===== src/rtl/sata_rsp_pkg.sv =====
// Shared types and constants for the SATA command responder.
// Optional write-data checking in the responder is enabled by SATA_RSP_WR_CHECK_EN.
package sata_rsp_pkg;

   typedef enum logic [2:0] {
      S_IDLE,
      S_DECODE,
      S_WAIT,
      S_XFER,
      S_DONE,
      S_ERROR
   } state_e;

   localparam int XFER_DMA_RD = 3;
   localparam int XFER_DMA_WR = 4;

   localparam logic [7:0] ATA_RD_DMA_EXT = 8'h25;
   localparam logic [7:0] ATA_WR_DMA_EXT = 8'h35;

   typedef struct packed {
      logic [6:0]  xreq;
      logic [7:0]  opcode;
      logic [47:0] lba;
      logic [16:0] cnt;
      logic        is_dma;
   } cmd_t;

   // True when a latched command is well formed and fits inside the drive.
   function automatic logic cmd_ok(input cmd_t c, input logic [47:0] max_lba);
      logic [6:0] rd_hot;
      logic [6:0] wr_hot;
      logic       dir_ok;
      logic       op_ok;
      logic       cnt_ok;
      logic       range_ok;
      rd_hot              = '0;
      wr_hot              = '0;
      rd_hot[XFER_DMA_RD] = 1'b1;
      wr_hot[XFER_DMA_WR] = 1'b1;
      dir_ok   = (c.xreq == rd_hot) || (c.xreq == wr_hot);
      op_ok    = (c.xreq == wr_hot) ? (c.opcode == ATA_WR_DMA_EXT)
                                    : (c.opcode == ATA_RD_DMA_EXT);
      cnt_ok   = (c.cnt != 17'd0) && (c.cnt <= 17'h1_0000);
      range_ok = ({1'b0, c.lba} + 49'(c.cnt)) <= ({1'b0, max_lba} + 49'd1);
      return dir_ok && op_ok && cnt_ok && range_ok && c.is_dma;
   endfunction

endpackage


===== src/rtl/sata_rsp_pattern.sv =====
// Deterministic sector data word: {lba[15:0], word index}; shared by the read
// source and the write checker so both sides agree on the same pattern.
module sata_rsp_pattern #(
   parameter int IDX_W = 7
) (
   input  logic [15:0]      lba_lo,
   input  logic [IDX_W-1:0] word_idx,
   output logic [31:0]      word
);

   assign word = {lba_lo, 16'(word_idx)};

endmodule


===== src/rtl/sata_cmd_responder.sv =====
// Device-side SATA DMA command responder: decodes a command, waits, then streams sector data.
// Define SATA_RSP_WR_CHECK_EN to compare incoming write data against the read pattern.
module sata_cmd_responder
   import sata_rsp_pkg::*;
#(
   parameter int          WORDS_PER_SECTOR = 128,
   parameter int          CMD_LATENCY      = 16,
   parameter logic [47:0] MAX_LBA          = 48'h0000_0FFF_FFFF
) (
   input  logic        SystemClk,
   input  logic        nRESET,
   input  logic [6:0]  XferReq,
   input  logic [7:0]  CmdCommand,
   input  logic [47:0] CmdLBA,
   input  logic [16:0] CmdSectorCnt,
   input  logic        CmdIsDma,
   input  logic        err_clear,
   output logic [47:0] MAXLBA,
   output logic        DevReady,
   output logic        sata_error,
   output logic [31:0] rd_data,
   output logic        rd_valid,
   input  logic        rd_ready,
   input  logic [31:0] wr_data,
   input  logic        wr_valid,
   output logic        wr_ready,
   output logic [16:0] sectors_done
);

   localparam int IDX_W = (WORDS_PER_SECTOR > 1) ? $clog2(WORDS_PER_SECTOR) : 1;
   localparam int LAT_W = (CMD_LATENCY > 1) ? $clog2(CMD_LATENCY) : 1;

   state_e            state_q, state_d;
   cmd_t              cmd_q, cmd_d;
   logic [LAT_W-1:0]  lat_q, lat_d;
   logic [IDX_W-1:0]  idx_q, idx_d;
   logic [15:0]       lba_q, lba_d;
   logic [16:0]       done_q, done_d;
`ifdef SATA_RSP_WR_CHECK_EN
   logic              wr_err_q, wr_err_d;
`else
   logic              unused_wr_data;
   assign unused_wr_data = ^wr_data;
`endif

   logic [31:0] pattern;
   logic        is_wr;
   logic        hs;
   logic        last_word;
   logic        last_sector;

   sata_rsp_pattern #(.IDX_W(IDX_W)) u_pattern (
      .lba_lo   (lba_q),
      .word_idx (idx_q),
      .word     (pattern)
   );

   assign is_wr       = cmd_q.xreq[XFER_DMA_WR];
   assign hs          = is_wr ? wr_valid : rd_ready;
   assign last_word   = (idx_q == IDX_W'(WORDS_PER_SECTOR - 1));
   assign last_sector = ((done_q + 17'd1) == cmd_q.cnt);

   // NOTE: sequential state uses non-blocking assignments only, so every flop
   // samples the pre-edge value of every other flop regardless of block order.
   always_ff @(posedge SystemClk or negedge nRESET) begin
      if (!nRESET) begin
         state_q  <= S_IDLE;
         cmd_q    <= '0;
         lat_q    <= '0;
         idx_q    <= '0;
         lba_q    <= '0;
         done_q   <= '0;
`ifdef SATA_RSP_WR_CHECK_EN
         wr_err_q <= 1'b0;
`endif
      end else begin
         state_q  <= state_d;
         cmd_q    <= cmd_d;
         lat_q    <= lat_d;
         idx_q    <= idx_d;
         lba_q    <= lba_d;
         done_q   <= done_d;
`ifdef SATA_RSP_WR_CHECK_EN
         wr_err_q <= wr_err_d;
`endif
      end
   end

   // NOTE: every _d gets a hold default before the case, so no path leaves a
   // variable unassigned and no latch is inferred.
   always_comb begin
      state_d  = state_q;
      cmd_d    = cmd_q;
      lat_d    = lat_q;
      idx_d    = idx_q;
      lba_d    = lba_q;
      done_d   = done_q;
`ifdef SATA_RSP_WR_CHECK_EN
      wr_err_d = wr_err_q;
`endif
      unique case (state_q)
         S_IDLE: begin
            if (XferReq != 7'd0) begin
               cmd_d   = cmd_t'{xreq: XferReq, opcode: CmdCommand, lba: CmdLBA,
                                cnt: CmdSectorCnt, is_dma: CmdIsDma};
               done_d  = '0;
               state_d = S_DECODE;
            end
         end
         S_DECODE: begin
            lat_d    = '0;
            idx_d    = '0;
            lba_d    = cmd_q.lba[15:0];
`ifdef SATA_RSP_WR_CHECK_EN
            wr_err_d = 1'b0;
`endif
            state_d  = cmd_ok(cmd_q, MAX_LBA) ? S_WAIT : S_ERROR;
         end
         S_WAIT: begin
            if (lat_q == LAT_W'(CMD_LATENCY - 1)) state_d = S_XFER;
            else                                  lat_d   = lat_q + LAT_W'(1);
         end
         S_XFER: begin
            if (hs) begin
`ifdef SATA_RSP_WR_CHECK_EN
               if (is_wr && (wr_data != pattern)) wr_err_d = 1'b1;
`endif
               if (last_word) begin
                  idx_d  = '0;
                  lba_d  = lba_q + 16'd1;
                  done_d = done_q + 17'd1;
                  if (last_sector) state_d = S_DONE;
               end else begin
                  idx_d  = idx_q + IDX_W'(1);
               end
            end
         end
         S_DONE: begin
`ifdef SATA_RSP_WR_CHECK_EN
            state_d = wr_err_q ? S_ERROR : S_IDLE;
`else
            state_d = S_IDLE;
`endif
         end
         S_ERROR: begin
            if (err_clear) state_d = S_IDLE;
         end
         default: state_d = S_IDLE;
      endcase
   end

   always_comb begin
      DevReady     = (state_q == S_IDLE) || (state_q == S_ERROR);
      sata_error   = (state_q == S_ERROR);
      rd_valid     = (state_q == S_XFER) && !is_wr;
      wr_ready     = (state_q == S_XFER) && is_wr;
      rd_data      = rd_valid ? pattern : 32'd0;
      sectors_done = done_q;
   end

   assign MAXLBA = MAX_LBA;

endmodule


===== config.mk =====
export PLATFORM = sky130hd
export DESIGN_NAME = sata_cmd_responder
export DESIGN_NICKNAME = d
export VERILOG_FILES = /design/src/rtl/sata_rsp_pkg.sv /design/src/rtl/sata_rsp_pattern.sv /design/src/rtl/sata_cmd_responder.sv
export SDC_FILE = /design/constraint.sdc
export NUM_CORES = 1
export LEC_CHECK = 0
export ABC_AREA = 1
export CELL_PAD_IN_SITES_DETAIL_PLACEMENT = 1
export CELL_PAD_IN_SITES_GLOBAL_PLACEMENT = 1
export CORE_ASPECT_RATIO = 1.2
export CORE_MARGIN = 2
export CORE_UTILIZATION = 37
export CTS_BUF_LIST = sky130_fd_sc_hd__clkbuf_8
export CTS_CLUSTER_SIZE = 14
export DETAILED_ROUTE_END_ITERATION = 8
export PLACE_DENSITY_LB_ADDON = 0.1
export SLEW_MARGIN = 30
export SYNTH_ARGS = -nofsm -noshare
export SYNTH_HDL_FRONTEND = slang
export SYNTH_HIERARCHICAL = 1
export SYNTH_SLANG_ARGS = --single-unit

===== constraint.sdc =====
create_clock -name SystemClk -period 2.88 [get_ports SystemClk]
set_input_delay 0.864 -clock SystemClk [delete_from_list [all_inputs] [get_ports SystemClk]]
set_output_delay 0.864 -clock SystemClk [all_outputs]
set_load 0.01 [all_outputs]

* Word-level counts from Yosys, hierarchy flattened *
Index checks and enable logic that the tools add are counted.
Widths: inputs -> output; s select.

storage, ports and cells
  bits in registers = 128
  input port bits = 118
  output and inout bits = 101
  logic and storage cells = 80

operators by class
  add/subtract/negate cells = 5
  $lt $le $gt $ge = 2
  eq/ne operators = 18
  muxes and demuxes = 23
  reduce and logical (&&, ||, !) cells = 22

operators by type and width
  cell                   count
  $mux 17                3
  $add 48x17->49         1
  $le 49x29->1 const B   1
  $pmux 17 s2            1
  $mux 16                2
  $mux 32                1
  $pmux 16 s2            1
  $mux 3                 7
  $add 17x1->17 const B  1
  $eq 17x17->1           1
  $le 17x17->1 const B   1
  $reduce_bool 17->1     1
  $add 16x1->16 const B  1
  $eq 8x6->1 const B     2
  $pmux 3 s5             1
  $mux 7                 2
  $ne 2x2->1 const B     7
  $pmux 7 s2             1
  $pmux 4 s2             1
  $add 7x1->7 const B    1
  $eq 7x4->1 const B     1
  $eq 7x5->1 const B     1
  $eq 7x7->1 const B     1
  $logic_and 1x1->1      7
  other kinds (16)       23

* Depth between registers and ports, before layout *
Gate-level depths: netlist (run 1).

  word-level depth = 8
  depth in mapped cells = 22
  gate-level depth less buffers = 22

* By module *
Netlist (run 1), hierarchy kept.

by module, submodules not included
  module              instances  cells each  area an instance (um^2)  seq. area each (um^2)
  sata_cmd_responder  1          1476        9801.9                   3203.1
  sata_rsp_pattern    1          33          244.0                    0.0

* Worst setup path before layout (run 1) *
OpenSTA, ideal clock, no wires.

  path type = flip-flop to flip-flop
  start = reg cmd_q[1] (netlist bit)
  end = reg state_q[0]
  library setup time = 0.116 ns
  data arrival time = 2.348 ns
  required time = 2.764 ns
  slack = 0.415 ns
  stages on the path, launching flop included = 21
  path buffers = 0
  clock period less this slack = 2.465 ns
  path through = dfrtp_1 > ha_1 > fa_1 > nand3_1 > nand2_2 > nand2_2 > nand2_2 > nand2_1 > nand2_2 > nand2_2 > nand2_4 > nand4_1 > nand3_1 > nor2_1 > nand3_1 > nor2_2 > nand2_1 > nand2_1 > nand2_1 > nand2_1 > nand2_1

on the way
  longest elaborated chain between the ends = 7
  elaborated cells between the ends (all ways) = 13
  those cells by class = 1 x add/sub; 2 x order compare; 2 x eq/ne; 2 x mux; 6 x reduce/logical

ends and longest elaborated chain
  what                                                    line                      RTL
  start: declaration                                      sata_cmd_responder.sv:34  cmd_t cmd_q, cmd_d;
  start signal: assignment                                sata_cmd_responder.sv:78  cmd_q <= cmd_d;
  branches (longest 7 deep; another with $add 48x17->49)  -
  end signal: assignment                                  sata_cmd_responder.sv:77  state_q <= state_d;
  end: declaration                                        sata_cmd_responder.sv:33  state_e state_q, state_d;

Several ways; the timed one is not identified.
A chain may end at the register's enable or synchronous reset.

* Worst setup path in the final report (run 1) *
  start = reg state_q[2]
  end = out rd_data[24]

on the way
  longest elaborated chain between the ends = 3

ends and longest elaborated chain
  what               line                       RTL
  $eq 3x2->1         sata_cmd_responder.sv:155  rd_valid = (state_q == S_XFER) && !is_wr;
  $logic_and 1x1->1  sata_cmd_responder.sv:155
  $mux 32            sata_cmd_responder.sv:157  rd_data = rd_valid ? pattern : 32'd0;
  end: declaration   sata_cmd_responder.sv:21   output logic [31:0] rd_data,

Every way passes these cells.

==> results of run 1 <==
-- flip-flops by register name, indices dropped and copies added (netlist names) --
signal        cells
lat_q             4
state_q           3
sectors_done     17
lba_q            16
cmd_q            81
idx_q             7
-- timing repair --
item                       in CTS  in global routing
hold endpoints to repair        0                  0
setup endpoints to repair      28                 26
pin swaps                      11                 21
setup buffers                   1                  3
gates resized for setup        47                114
-- per-layer routing --
layer | vias up | global-route usage | part of all wire
met5 | - | 0 | 0
met4 | 0 | 0.0896 | 0.034
met3 | 52 | 0.0282 | 0.021
met2 | 162 | 0.458 | 0.52
met1 | 4824 | 0.299 | 0.42
li1 | 4971 | - | -
-- path summary, 6_finish.rpt --
path	from	endpoint	slack [ps]	cells after the start
worst max-delay path	state_q[2]	rd_data[24]	70	7
worst max register to register	cmd_q[18]	state_q[2]	80	19
min in group SystemClk	cmd_q[79]	cmd_q[79]	500	2
max in group asynchronous	nRESET	cmd_q[20]	1770	2
worst min-delay path	nRESET	cmd_q[36]	310	1
worst min register to register	cmd_q[79]	cmd_q[79]	500	2
-- cell type report --
class	instances	area, um^2
Clock buffer	19	262
Clock inverter	13	138
Fill cell	3569	14300
Inverter	260	976
Multi-Input combinational cell	1068	5730
Sequential cell	128	3210
Tap cell	340	425
Timing Repair Buffer	211	1870
-- stage by stage --
| stage | power, mW | utilization | worst slack, ps | setup TNS, ps | hold WS [ps] |
|---|---|---|---|---|---|
| after global routing | 5.67 | 0.468 | -107 | -260 | 354 |
| after CTS | 5.41 | 0.458 | -51.7 | -107 | 355 |
| after floorplan | 3.19 | - | 415 | 0 | 454 |
| final | 5.33 | 0.468 | 69.9 | 0 | 315 |
| after global placement | 3.75 | 0.442 | -132 | -249 | 469 |
| after detailed placement | 3.79 | 0.442 | -171 | -327 | 484 |
-- kinds of logic after synthesis --
kind of cell / after synthesis / synth area share
AO/OA/AOI/OAI: 167 / 0.0883
XOR/XNOR: 25 / 0.0218
adder cells (fa/ha/maj): 22 / 0.0281
buffers and inverters: 367 / 0.168
flip-flops: 128 / 0.319
multiplexers: 28 / 0.0313
other: 3 / 0.00112
AND/OR/NAND/NOR: 769 / 0.342
-- critical path, cell delays in order (launching register included) --
cell	delay [ps]
dfrtp_1	420
nor3_4	240
inv_2	80
nor2_4	140
inv_1	90
buf_12	170
nor2_1	90
clkdlybuf4s15_1	240
-- power by group through the flow --
stage	Sequential, mW	Combinational (mW)	Clock [mW]
4_1_cts	2.14	1.57	1.70
2_1_floorplan	2.17	1.02	0
5_1_grt	2.17	1.73	1.78
3_5_place_dp	2.17	1.61	0
3_3_place_gp	2.17	1.57	0
6_report	2.14	1.52	1.66
-- placed cells by master, fill, tap and decap left out, types with 27 or more instances in the layout --
master           count
nand4_1             29
inv_1              241
conb_1              57
a21oi_1             83
clkdlybuf4s50_1    103
nand3_1            102
nand2_1            321
mux2_2              27
o21ai_0             51
nand2_2             33
dfrtp_1            123
nor2_1             176
buf_4               75
==> flow_metrics.tcl, run 1 <==
set metrics [dict create \
    clock-sinks 128 \
    swShare 0.360 \
    rows 66 \
    vias 10000 \
    drt_first_iter_violations 382 \
    skew_ps 11.7 \
    layout-drive-gt1-share 0.178 \
    n_antenna_cell 0 \
    ys_top_cells_by_area "dfrtp_1 32%, nand2_1 13%, inv_1 9.0%, nor2_1 7.2%, buf_4 6.0%" \
    fmax_ghz 0.356 \
    ios 219 \
    tritoncts "done" \
    yosysMostFrequentCell "nand2_1" \
    netlist_instances 1509 \
    powerDensity_mw_per_mm2 423 \
    clock_path_buffers 2 \
    period_share 0.976 \
    combPwrFrac 0.286 \
    hold_viol 0 \
    p_leak_nw 6.73 \
    synth-edff-count 0 \
    die_x_um 154 \
    core-area_mm2 0.0269 \
    postPlaceCellArea_mm2 0.0119 \
    cts.clk_slew.worst_paths_ps 90 \
    initial_utilization 0.373 \
    yosysTopAreaCellShare 0.319 \
    grt_util_all_layers 0.249 \
    grt_pass1_wl_um 55100 \
    grt_pass1_vias 10600 \
    outcome "finished clean" \
    synth-seq-cells 128 \
    remaining_drc_errors 0 \
    clock_latency_ps 470 \
    routabilityCongestion 0.882 \
    antenna_found_initial 0 \
    startpoint_type "flip-flop" \
    root_buffer "clkbuf_8" \
    cap_violations 0 \
    cp.arrival_ps 1950 \
    wirelength_um 35100 \
    vias_per_cell 4.91 \
    syn_to_final_growth_pct 25.5 \
    final-setup-viol-count 0 \
    hold_path.class "in2async" \
    yosysTopAreaCell "dfrtp_1" \
    slew_headroom 0.623 \
    ys_async_sr_fraction 1.00 \
    synthFlopType "dfrtp_1" \
    htree_levels 4 \
    clockPowerShare 0.313 \
    worst_slew_pin_slew_ps 565 \
    rsz0062_at_grt "true" \
    yosysSeqAreaShare 0.319 \
    wl_per_cell_um 17.2 \
    p_int_mw 3.41 \
    design_area_mm2 0.0126 \
    vdd_drop_max_mv 0.362 \
    fp.dieArea_mm2 0.0285 \
    synth_area_mm2 0.0100 \
    dpl.hpwl_um 28300 \
    grt_overflow_total 0 \
    synth_common_cells "337 x nand2_1, 242 x inv_1, 192 x nor2_1, 128 x dfrtp_1, 105 x nand3_1" \
    end_kind "primary output" \
    numPlacedInstances 2003 \
    switchingPower_mw 1.92 \
    cp.required_ps 2020 \
    ys_types 48 \
    min_period_ps 2810 \
    grt_max_degree 54 \
    seqPwrFrac 0.402 \
    cts_buffers 17 \
    instances_no_fill 2039 \
    path_class "reg2out" \
    crit_fanout 32 \
    drtAntennaViolNets 0 \
    ys_warn_count 6 \
    cts.hold.buffers_added 0 \
    slew_viol_final 0 \
    die_y_um 185 \
    nets 1826 \
    synth_area_per_cell_um2 6.66 \
    io_buffers 129 \
    dr.pass1.iters 5 \
]
Power figures use the tool's default switching activity.
==> run 2, diff against run 1 <==
CORE_UTILIZATION = 33   (was 37)
CTS_BUF_LIST = sky130_fd_sc_hd__clkbuf_4 sky130_fd_sc_hd__clkbuf_8 sky130_fd_sc_hd__clkbuf_16   (was sky130_fd_sc_hd__clkbuf_8)
clock period = 2.25 ns   (was 2.88 ns; I/O delays follow)
==> run 2 against run 1 <==
  * The run now ends with setup timing left
  * First-iteration DRC count rose by 26%
  * Register-to-register slack got worse by 470 ps
  * Cell count rose by 13%
  * Clock skew fell by 4.7 ps
  * Via count rose by 10%
  * Worst hold slack got worse by 140 ps
  * Non-clock buffer count rose by 205
  * Utilization rose by 3.9 points
  * Critical path type is now reg2reg
  * Highest routed layer unchanged
==> flow_metrics.tcl, run 2 (synthesis results as in run 1) <==
set metrics [dict create \
    wl_per_cell_um 17.9 \
    design_area_mm2 0.0153 \
    die_y_um 195 \
    cp.arrival_ps 2950 \
    root_buffer "clkbuf_16" \
    ios 219 \
    postPlaceCellArea_mm2 0.0133 \
    hold_path.class "in2async" \
    powerDensity_mw_per_mm2 564 \
    worst_slack_ps -389 \
    path_class "reg2reg" \
    rsz0062_at_grt "true" \
    remaining_drc_errors 0 \
    grt_overflow_total 0 \
    grt_util_all_layers 0.257 \
    rows 70 \
    cts.clk_slew.worst_paths_ps 60 \
    vias_per_cell 4.80 \
    p_leak_nw 8.10 \
    regMostFlops "cmd_q" \
    cpMostUsedCell "nand2_1" \
    cp_slowest_cell "dfrtp_1" \
    r2r_slack_ps -390 \
    startpoint_type "flip-flop" \
    fmax_ghz 0.379 \
    initial_utilization 0.332 \
    routabilityCongestion 0.872 \
    finalPower_mw 8.64 \
    syn_to_final_growth_pct 52.5 \
    tritoncts "done" \
    largest_register_ffs 81 \
    place_ws_ps -661 \
    reg2reg_from "cmd_q[18]" \
    cpPeakStageDelay_ps 410 \
    wirelength_um 41100 \
    min_period_ps 2640 \
    skew_ps 6.98 \
    worst_r2r_path_depth 21 \
    cts.hold.buffers_added 0 \
    n_antenna_cell 0 \
    drtAntennaViolNets 0 \
    worstPathCellList "ha_4 -> fa_2 -> nand3_2 -> nand2_2 -> nand2_4 -> nand2_4 -> buf_6 -> nand2_2 -> nand3_2 -> nor2_2 -> nand2_1 -> nor2_2 -> nand3_1 -> nor2_1 -> nand2_1 -> nand2_2 -> nand2_1 -> nand2_1 -> nand2_1 -> nand2_1 -> nand2_1" \
    timing.hold.ws_ps 179 \
    clock-sinks 128 \
    cts_buffers 17 \
    hold_viol 0 \
    clock_path_buffers 2 \
    instances_no_fill 2300 \
    crit_fanout 4 \
    htree_levels 4 \
    dr.pass1.iters 5 \
    end_kind "flip-flop" \
    die_x_um 163 \
    grt_pass1_vias 11800 \
    nets 2031 \
    drt_first_iter_violations 483 \
    final-setup-viol-count 28 \
    vdd_drop_max_mv 0.440 \
    final_common_cell "nand2_1" \
    clock_latency_ps 430 \
    numPlacedInstances 2231 \
    io_buffers 129 \
    cp.required_ps 2560 \
    grt_pass1_wl_um 63100 \
    antenna_found_initial 0 \
    failed_checks "setup timing" \
    regToRegEndpoint "state_q[2]" \
    cap_violations 0 \
    period_share 1.17 \
    layout-drive-gt1-share 0.321 \
    fp.dieArea_mm2 0.0319 \
    dpl.hpwl_um 31600 \
    final_cell_mix "291 x nand2_1, 268 x buf_4, 235 x inv_1, 144 x nor2_1, 122 x dfrtp_1" \
    outcome "finished with violations" \
    grt_max_degree 40 \
    slew_viol_final 0 \
    vias 11000 \
    core-area_mm2 0.0302 \
]
-- run 2: cell types whose count changed in the layout (fill, tap and decap cells not counted), moves of 10 or more --
cell	before	now
a21oi_1	83	71
buf_4	75	268
buf_6	3	29
clkbuf_16	0	19
clkbuf_2	20	0
clkbuf_8	19	2
nand2_1	321	291
nand2_2	33	54
nor2_1	176	144
nor2_2	25	35
nor2_4	16	38
-- run 2: worst max-delay path, delay by kind of cell (launching register included) --
family	cells	cell delay, ps
buffers and inverters	1	120
DFF	1	410
adders and majority gates	2	590
and+or+nand+nor	18	1420
-- run 2: cell type report --
cell class / count / area (um^2)
clock buffer: 19 / 453
clock inverter: 13 / 208
fill: 3826 / 14900
inverter: 260 / 993
multi-input combinational: 1068 / 6320
sequential: 128 / 3210
tap: 396 / 495
timing repair buffer: 416 / 3640
-- run 2: worst max path at each step --
stage	slack (ps)	cells past startpoint	end	start
after floorplan	-140	19	state_q[0]	cmd_q[1]
after global placement	-640	19	state_q[2]	cmd_q[20]
after detailed placement	-660	18	state_q[2]	cmd_q[20]
after CTS	-390	20	state_q[2]	cmd_q[18]
after global routing	-580	19	state_q[2]	cmd_q[1]
final	-390	21	state_q[2]	cmd_q[18]
-- run 2: per-layer routing --
layer | vias up | wire, um | track usage
met5 | - | 0 | 0
met4 | 0 | 795 | 0.0593
met3 | 43 | 1140 | 0.0259
met2 | 195 | 22600 | 0.493
met1 | 5404 | 16600 | 0.302
li1 | 5388 | - | -
-- run 2: power by group --
| group | switching (mW) | internal [mW] |
|---|---|---|
| logic | 1.41 | 1.28 |
| registers | 0.224 | 2.51 |
| clock network | 1.17 | 2.03 |
-- run 2: repair_timing --
item,4_1_cts,5_1_grt
cloned,1,2
gates resized for setup,229,158
endpoints found under the setup margin,34,46
pin swaps,55,33
setup buffers,24,10
-- run 2: through the flow --
step	setup TNS, ps	utilization
after floorplan	-274	-
after global placement	-27890	0.440
after detailed placement	-31650	0.440
after CTS	-6260	0.482
after global routing	-9360	0.507
final	-6160	0.507
==> run 3, diff against run 2 <==
CORE_ASPECT_RATIO = 1.25   (was 1.2)
==> run 3 against run 2 <==
  * Worst setup slack got worse by 80 ps
  * Critical path depth unchanged
  * The flow still finishes with violations (setup timing)
  * Critical endpoint unchanged
  * Register-to-register slack worse by 80 ps
  * Cell area fell by 2.8%
  * Total power is 5.0% lower
==> flow_metrics.tcl, run 3 (synthesis results as in run 1) <==
set metrics [dict create \
    wl_per_cell_um 17.4 \
    root_buffer "clkbuf_16" \
    clock_path_buffers 2 \
    vias 10900 \
    antenna_found_initial 0 \
    rsz0062_at_grt "true" \
    cp.arrival_ps 3060 \
    period_share 1.21 \
    wirelength_um 39800 \
    fin_setup_tns_ps -6810 \
    hold_path.class "in2async" \
    cts_buffers 17 \
    cap_violations 0 \
    dpl.hpwl_um 31700 \
    grt_pass1_vias 11700 \
    die_x_um 160 \
    worst_slew_pin_slew_ps 488 \
    finalPower_mw 8.20 \
    remaining_drc_errors 0 \
    grt_most_used_layer "met2" \
    routabilityCongestion 0.880 \
    use_met2 0.474 \
    dr.pass1.iters 4 \
    syn_to_final_growth_pct 48.3 \
    worst_slack_ps -469 \
    final-setup-viol-count 27 \
    regArea_mm2 0.00321 \
    outcome "finished with violations" \
    instances_no_fill 2295 \
    fillers 3908 \
    failed_checks "setup timing" \
    fp.dieArea_mm2 0.0319 \
    grt_max_degree 45 \
    grt_util_all_layers 0.252 \
    final_common_cell "nand2_1" \
    design_area_mm2 0.0149 \
    grt_pass1_wl_um 61600 \
    gr-usage-met1 0.277 \
    n_antenna_cell 0 \
    die_y_um 199 \
    core-area_mm2 0.0300 \
    largest_register_ffs 81 \
    crit_fanout 4 \
    final_cell_mix "316 x nand2_1, 258 x buf_4, 238 x inv_1, 144 x nor2_1, 120 x dfrtp_1" \
    ios 219 \
    grt_use_met3 0.0392 \
    powerDensity_mw_per_mm2 550 \
    multi_input_area_mm2 0.00605 \
    cts.hold.buffers_added 0 \
    worst_r2r_path_depth 21 \
    timing.hold.ws_ps 117 \
    rows 71 \
    fmax_ghz 0.368 \
    cts.clk_slew.worst_paths_ps 60 \
    drtAntennaViolNets 0 \
    numPlacedInstances 2236 \
    regMostFlops "cmd_q" \
    vias_per_cell 4.73 \
    clock-sinks 128 \
    skew_ps 7.53 \
    drt_first_iter_violations 378 \
    cp.required_ps 2590 \
    layout-drive-gt1-share 0.294 \
    slew_headroom 0.669 \
    path_class "reg2reg" \
    slew_viol_final 0 \
    p_leak_nw 7.93 \
    nets 2021 \
    vdd_drop_max_mv 0.469 \
    end_kind "flip-flop" \
    io_buffers 129 \
    startpoint_type "flip-flop" \
    htree_levels 4 \
    hold_viol 0 \
    tritoncts "done" \
    initial_utilization 0.335 \
    postPlaceCellArea_mm2 0.0133 \
    clock_latency_ps 450 \
    min_period_ps 2720 \
    grt_overflow_total 0 \
]
-- run 3: cell types whose count changed in the layout (fill, tap and decap cells not counted), moves of 5 or more --
cell and change:
a21oi_1 +9, a21oi_4 -5, buf_4 -10, nand2_1 +25, nand2_2 -20, nand3_1 +8
nand3_2 -7
-- run 3: power breakdown --
group	internal [mW]	total (mW)	switching, mW
sequential	2.51	2.73	0.219
clock	1.64	2.88	1.24
combinational	1.25	2.59	1.34
total	5.41	8.20	2.79
-- run 3: layout make-up --
class                   count  area share
multi-input cells        1068       0.406
repair buffers            406       0.239
flip-flops and latches    128       0.216
inverters                 260      0.0662
well taps                 401      0.0337
clock buffers              17      0.0286
clock inverters            15      0.0107
-- run 3: stage by stage --
step | setup slack, ps | util
finish | -469 | 0.496
floorplan | -137 | -
detailed placement | -666 | 0.443
CTS | -457 | 0.473
global placement | -614 | 0.443
global route | -709 | 0.496
-- run 3: critical path, stage by stage, from the launching register on --
cell,delay (ps)
dfrtp_1,410
ha_4,180
fa_2,450
nand3_4,100
nand2_4,70
nand2_4,70
nand2_4,60
buf_4,140
nand2_1,70
nand2_2,70
nand2_1,50
o21ai_0,80
nor2_1,120
nand3b_1,110
nor3_2,130
nand2_1,110
nand2_2,100
nand2_1,50
nand2_1,80
nand2_1,50
nand2_1,60
nand2_1,50
-- run 3: timing repair --
item                       CTS  global route
pin swaps                   15            25
resized for setup          185           140
gates cloned                 1             2
setup buffers               11            16
setup endpoints to repair   31            74
hold endpoints to repair     0             0
-- run 3: metal layers --
layer  part of all wire  wire (um)
met3              0.027       1060
met4              0.046       1830
met5                  0          0
met2               0.53      21100
met1               0.40      15900
-- run 3: final timing paths --
check,from,end,slack [ps]
max,cmd_q[1],state_q[2],-470
min,nRESET,cmd_q[1],120
max reg2reg,cmd_q[1],state_q[2],-470
min reg2reg,cmd_q[74],cmd_q[74],510
max in group asynchronous,nRESET,cmd_q[25],1510
min in group SystemClk,cmd_q[74],cmd_q[74],510
